**src/rtl/rr_grant_arbiter_4_if.sv**
```systemverilog
// Request/grant bundle between four requesters and the round-robin arbiter.
// The master side drives req/done; the arbiter (slave) returns a registered one-hot grant.
interface rr_grant_arbiter_4_if;
  logic [3:0] req;
  logic       done;
  logic [3:0] grant;
  logic       grant_valid;
  logic       timeout;

  modport master (output req, done, input grant, grant_valid, timeout);
  modport slave  (input req, done, output grant, grant_valid, timeout);
endinterface

```
**src/rtl/rr_grant_arbiter_4.sv**
```systemverilog
// Four-channel round-robin arbiter with registered one-hot grant; 1-cycle req-to-grant latency.
// No backpressure: a grant is held until done, owner req drop, or watchdog; one idle cycle follows each grant.
module rr_grant_arbiter_4 #(
  parameter int unsigned TIMEOUT = 16,
  parameter int unsigned CNT_W   = 5
) (
  input logic                 clk,
  input logic                 rst_n,
  rr_grant_arbiter_4_if.slave arb
);

  typedef enum logic {IDLE, GRANT} state_t;

  localparam int unsigned TO_LAST = (TIMEOUT == 0) ? 0 : TIMEOUT - 1;
  localparam logic [CNT_W-1:0] CNT_LAST = CNT_W'(TO_LAST);
  localparam logic [CNT_W-1:0] CNT_SAT  = CNT_W'(TIMEOUT);

  state_t           state;
  logic [1:0]       last;
  logic [CNT_W-1:0] cnt;
  logic [3:0]       grant_q;
  logic             grant_valid_q;
  logic             timeout_q;

  logic [1:0]       cand;
  logic [1:0]       pick_idx;
  logic             pick_vld;
  logic             owner_rel;
  logic             wd_fire;
  logic             rel;

  // Scan from the farthest candidate to the nearest so the nearest set bit wins.
  always_comb begin
    cand     = last;
    pick_idx = last;
    pick_vld = 1'b0;
    for (int k = 4; k >= 1; k--) begin
      cand = last + 2'(k);
      if (arb.req[cand]) begin
        pick_idx = cand;
        pick_vld = 1'b1;
      end
    end
  end

  // In GRANT, last holds the owner's index.
  assign owner_rel = arb.done | ~arb.req[last];
  assign wd_fire   = (TIMEOUT != 0) && (cnt == CNT_LAST);
  assign rel       = owner_rel | wd_fire;

  always_ff @(posedge clk or negedge rst_n) begin
    if (!rst_n) begin
      state         <= IDLE;
      last          <= 2'd3;
      cnt           <= '0;
      grant_q       <= 4'b0000;
      grant_valid_q <= 1'b0;
      timeout_q     <= 1'b0;
    end else begin
      timeout_q <= 1'b0;
      case (state)
        IDLE: begin
          if (pick_vld) begin
            grant_q       <= 4'b0001 << pick_idx;
            grant_valid_q <= 1'b1;
            last          <= pick_idx;
            cnt           <= '0;
            state         <= GRANT;
          end
        end
        GRANT: begin
          if (rel) begin
            grant_q       <= 4'b0000;
            grant_valid_q <= 1'b0;
            state         <= IDLE;
            // A coincident done or request drop counts as a normal release.
            timeout_q     <= wd_fire & ~owner_rel;
          end else if (cnt != CNT_SAT) begin
            cnt <= cnt + CNT_W'(1);
          end
        end
        default: state <= IDLE;
      endcase
    end
  end

  assign arb.grant       = grant_q;
  assign arb.grant_valid = grant_valid_q;
  assign arb.timeout     = timeout_q;

endmodule

```
**src/flat_wrapper.sv**
```systemverilog
// flat-port wrapper written by rule: the top's interface ports become plain ports
module rr_grant_arbiter_4_flat 
#(
  parameter int unsigned TIMEOUT = 16,
  parameter int unsigned CNT_W   = 5
)
  (clk, rst_n, arb_req, arb_done, arb_grant, arb_grant_valid, arb_timeout);
  rr_grant_arbiter_4_if arb_i ();
  input logic clk;
  input logic rst_n;
  input wire logic [$bits(arb_i.req)-1:0] arb_req;
  input wire logic [$bits(arb_i.done)-1:0] arb_done;
  output wire logic [$bits(arb_i.grant)-1:0] arb_grant;
  output wire logic [$bits(arb_i.grant_valid)-1:0] arb_grant_valid;
  output wire logic [$bits(arb_i.timeout)-1:0] arb_timeout;
  assign arb_i.req = arb_req;
  assign arb_i.done = arb_done;
  assign arb_grant = arb_i.grant;
  assign arb_grant_valid = arb_i.grant_valid;
  assign arb_timeout = arb_i.timeout;
  rr_grant_arbiter_4 #(.TIMEOUT(TIMEOUT), .CNT_W(CNT_W)) u_core (.clk(clk), .rst_n(rst_n), .arb(arb_i));
endmodule
```
**config.mk**
```make
export PLATFORM = sky130hd
export DESIGN_NAME = rr_grant_arbiter_4_flat
export DESIGN_NICKNAME = d
export VERILOG_FILES = /design/src/rtl/rr_grant_arbiter_4_if.sv /design/src/rtl/rr_grant_arbiter_4.sv /design/src/flat_wrapper.sv
export SDC_FILE = /design/constraint.sdc
export NUM_CORES = 1
export LEC_CHECK = 0
export CORE_UTILIZATION = 35
export DETAILED_ROUTE_END_ITERATION = 10
export DONT_BUFFER_PORTS = 1
export GPL_TIMING_DRIVEN = 0
export SYNTH_ARGS = -nofsm -noshare
export SYNTH_HDL_FRONTEND = slang
export SYNTH_SLANG_ARGS = --single-unit
```
**constraint.sdc**
```tcl
create_clock -name clk -period 2.27 [get_ports clk]
set_input_delay 0.454 -clock clk [delete_from_list [all_inputs] [get_ports clk]]
set_output_delay 0.454 -clock clk [all_outputs]
set_load 0.02 [all_outputs]
```
# Word level (Yosys, flattened, before mapping)
# Cells that the tools add are included.
# classes
add_sub_neg,4
shifts,1
n_bitwise,6
magnitude_cmp,4
n_eq_ne,6
mux,30
n_reduce_logical,3
# ops
cell,n
two-way mux 5 bit,3
two-way mux 1 bit,14
"< comparator 2 x 3 -> 1 bit, second input constant",4
one-hot mux 5 bit (2 select lines),1
binary-select mux 1 bit (select 2 bit),4
two-way mux 4 bit,2
one-hot mux 4 bit (2 select lines),1
two-way mux 2 bit,3
"!= test 2 bit, second input constant",3
"adder 5 x 1 -> 5 bit, second input constant",1
"equality test 5 x 4 -> 1 bit, second input constant",1
"!= test 5 bit, second input constant",1
"adder 2 bit, second input constant",2
one-hot mux 1 bit (2 select lines),2
AND reduction 2 bit,2
"<< shifter 1 x 2 -> 4 bit, first input constant",1
inverter 1 bit,3
AND reduction 3 bit,1
"adder 2 x 1 -> 2 bit, second input constant",1
"!= test 2 x 1 -> 1 bit, second input constant",1
OR 1 bit,2
bitwise AND 1 bit,1
# totals
input_bits,7
out_inout_bits,6
reg_bits,14
elab_cells,60

# Depth between registers and ports, before layout
# logic_depth
depth_word,9
mapped_depth,7

# Worst setup path after synthesis
# OpenSTA, ideal clock, no wires.
# synth_path
kind,register to register
start,register u_core.cnt[0]
end,register u_core.cnt[2]
path_buffers,0
slack_ns,0.361
path_stages_with_launch,8
synth_period_minus_slack_ns,1.909
t_arrival_ns,1.830
cell_sequence,dfrtp_1 -> ha_1 -> and3_1 -> ha_1 -> nor4b_2 -> a22o_1 -> and3_4 -> mux2i_1
# synth_via
elab_chain_len,4
elab_cells_between_ends,10
# synth_rtl
element,line,rtl
from (decl),rr_grant_arbiter_4.sv:20,logic [CNT_W-1:0] cnt;
from (signal assigned),rr_grant_arbiter_4.sv:79,cnt <= cnt + CNT_W'(1);
adder 5 x 1 -> 5 bit / equality test 5 x 4 -> 1 bit (equally long branches),"rr_grant_arbiter_4.sv:79, rr_grant_arbiter_4.sv:48",
two-way mux 5 bit / OR 1 bit (equally long branches),"rr_grant_arbiter_4.sv:78, rr_grant_arbiter_4.sv:49",
two-way mux 5 bit / != test 2 bit (equally long branches),--,
one-hot mux 5 bit (2 select lines) / AND reduction 3 bit (equally long branches),--,
# Several ways; a longest one is shown, not always the timed one. The select of a mux whose other input is x is not followed.
# A chain may end at the register's enable or synchronous reset.

# Final worst setup path
# Same ends and word-level chain as after synthesis.

==> impl_results.md <==
- Share of post-route cells with drive strength above 1: 16.0%
- Run status: completed
- Port buffer count: 0
- Clock root cell: clkbuf_4
- Post-synthesis sequential area ratio: 40.6%
- Fmax: 478 MHz
- PnR Total Power: 1.19 mW
- Post-CTS Setup Inserts: 0
- Die width: 51.8 um
- Gp weighted congestion: 0.719
- Num CTS Buffers: 3
- Fin crit share: 92.1%
- Diodes inserted: 0
- DRC: 0
- Least-Margin Pin Slew: 0.637 ns
- CTS H-tree lvls: 1
- VDD IR max: 0.000505 V
- Fin util: 41.7%
- HPWL after DPL: 1300 um
- Worst clock skew: 0.00803 ns
- Clk Latency, worst-skew pair: 0.29 ns
- Most frequent cell after synthesis: dfrtp_1
- CTS tree: done
- Fin Setup TNS: 0 ns
- First-pass GRT wire length: 2940 um
- WL per Instance: 14.0 um
- CP cell instances: ha_1 -> and3_1 -> ha_1 -> nor4b_2 -> a22o_1 -> and3_4 -> mux2i_1
- Hold WS: 0.222 ns
- Slowest cell on crit path: dfrtp_1
- Clock sink count: 14
- Area grow syn2layout: 9.37%
- Starting Density: 38.2%
- Die Ht: 51.8 um
- Largest net degree at the start of global routing: 15
- Crit Path Class: flop to flop
- Synth warn: 0
- Ports: 13
- Clock transition at the registers of the reported paths: 0.09 ns
- Vias in the first global route: 673
- Vias: 708
- Leakage: 0.414 nW
- Synth area leaders: dfrtp_1 35%, dfstp_2 6.1%, ha_1 4.3%, nand2b_1 3.6%, a21oi_1 3.5%
- Cell mode on critical path: ha_1
- Final WL: 1710 um
- Die area: 0.00268 mm^2
- Clock tree buffer depth: 2
- FFs w/ async S/R, synth: 100%
- Synth top cells by count: 12 x dfrtp_1, 8 x nand2_1, 6 x a21oi_1
- Synthesized area per cell: 9.76 um^2
- CP Capture Type: flop
- Yosys cell types: 36
- Vias/cell: 5.80
- Mapped Nets: 99
- DR iter-0 viols: 25
- Worst slew margin: 57.4%
- CORE AREA: 0.00228 mm^2
- CP Data Arrival Time: 2.30 ns
- Area leader, netlist: dfrtp_1
- CP Max Fanout: 5
- Min cycle time layout: 2.09 ns
- Initial antenna violation count: 0
- Fill count: 226
- Drt first pass iters: 4
- Fin nets: 105
- Synth Cell Area: 868 um^2
- Crit path launch type: flop
- Top cell type's share of synthesized area: 34.6%
- Routed Antenna Nets: 0
- Final hold violation count: 0
- CP max stage delay: 0.42 ns
- CP required: 2.48 ns
- RSZ-0062 raised after global routing: false
- Most used DFF post-synth: dfrtp_1
- Slew Viols, Final: 0
- Gate Count Post-Synth: 89
- Row Count: 17
- Global route overflow: 0
- Hold crit path type: input pin to flop
- Pwr Density: 1250 mW/mm^2
- Yosys reg bits: 14
- Post-synth EDFFs: 0
- Final setup violation count: 0
- Max_cap viols: 0
- Gr usage total: 15.2%
==> metrics by stage <==
step | cells | cell area, um^2 | setup WS (ns)
finish | 122 | 950 | 0.179
detailed placement | 117 | 903 | 0.198
CTS | 122 | 950 | 0.170
global route | 122 | 950 | 0.0837
floorplan | 89 | 868 | 0.361
global placement | 117 | 903 | 0.226
==> cells by family after synthesis <==
group | after synthesis | share of synthesized area [%]
AND/OR/NAND/NOR | 33 | 22.2
AO/OA/AOI/OAI | 28 | 23.6
flip-flops | 14 | 40.6
buffers and inverters | 8 | 4.61
multiplexers | 3 | 4.61
adder cells (fa/ha/maj) | 3 | 4.32
==> placed cells by master (no fill, tap or decap), types with 2 or more instances in the layout <==
master / instances
dfrtp_1: 12
nand2_1: 8
a21oi_1: 6
inv_1: 5
nor2_1: 5
nand2b_1: 5
nor3_1: 3
o21ai_1: 3
a22o_1: 3
ha_1: 3
clkbuf_4: 3
buf_2: 2
a21o_1: 2
mux2_4: 2
a22oi_2: 2
nor3b_1: 2
a211oi_1: 2
nand3_1: 2
o211ai_1: 2
o2bb2ai_1: 2
dfstp_2: 2
==> power breakdown <==
group	internal [mW]	leakage, nW	switching, mW
registers	0.346	0.175	0.103
logic	0.246	0.217	0.309
clock network	0.0977	0.0210	0.0869
==> layout make-up <==
type | count | area (um^2) | share of cell area [%]
plain buffers | 3 | 21.3 | 2.24
clock buffers | 4 | 36.3 | 3.82
inverters | 5 | 18.8 | 1.98
multi-input cells | 67 | 475 | 50.1
flip-flops and latches | 14 | 353 | 37.2
well taps | 28 | 35.0 | 3.69
repair buffers | 1 | 10.0 | 1.05
==> repair_timing <==
action,4_1_cts,5_1_grt
hold buffers,1,0
hold endpoints to repair,14,0
resized for setup,0,0
==> sequential cells by signal, summed over array words and instances, names as in the netlist <==
register,count
u_core.cnt,5
u_core.arb.grant,4
u_core.state,1
u_core.last,2
u_core.arb.grant_valid,1
u_core.arb.timeout,1
==> per-layer routing <==
layer | vias up | track usage [%] | wire length (um) | part of all wire (%)
li1 | 341 | - | - | -
met1 | 346 | 20.7 | 822 | 48
met2 | 19 | 22.5 | 782 | 46
met3 | 2 | 4.68 | 95 | 5.6
met4 | 0 | 5.41 | 7 | 0.41
met5 | - | 0 | 0 | 0
==> worst max-delay path: cells and delay by family, from the launching register on <==
family          cells  cell delay [ns]
flops               1             0.42
fa+ha+maj           2             0.47
simple gates        3             0.70
mux                 1             0.17
compound gates      1             0.26
==> path summary, 6_finish.rpt <==
path	to	slack, ns	cells past startpoint	start
hold / removal	u_core.arb.timeout	0.22	1	arb_done
min in group asynchronous	u_core.arb.timeout	0.62	1	rst_n
max in group asynchronous	u_core.cnt[2]	1.24	1	rst_n
setup / recovery	u_core.cnt[2]	0.18	7	u_core.cnt[0]
setup reg to reg	u_core.cnt[2]	0.18	7	u_core.cnt[0]
hold reg to reg	u_core.cnt[3]	0.51	1	u_core.cnt[3]
Note: power is estimated with default switching activity, not from simulation.
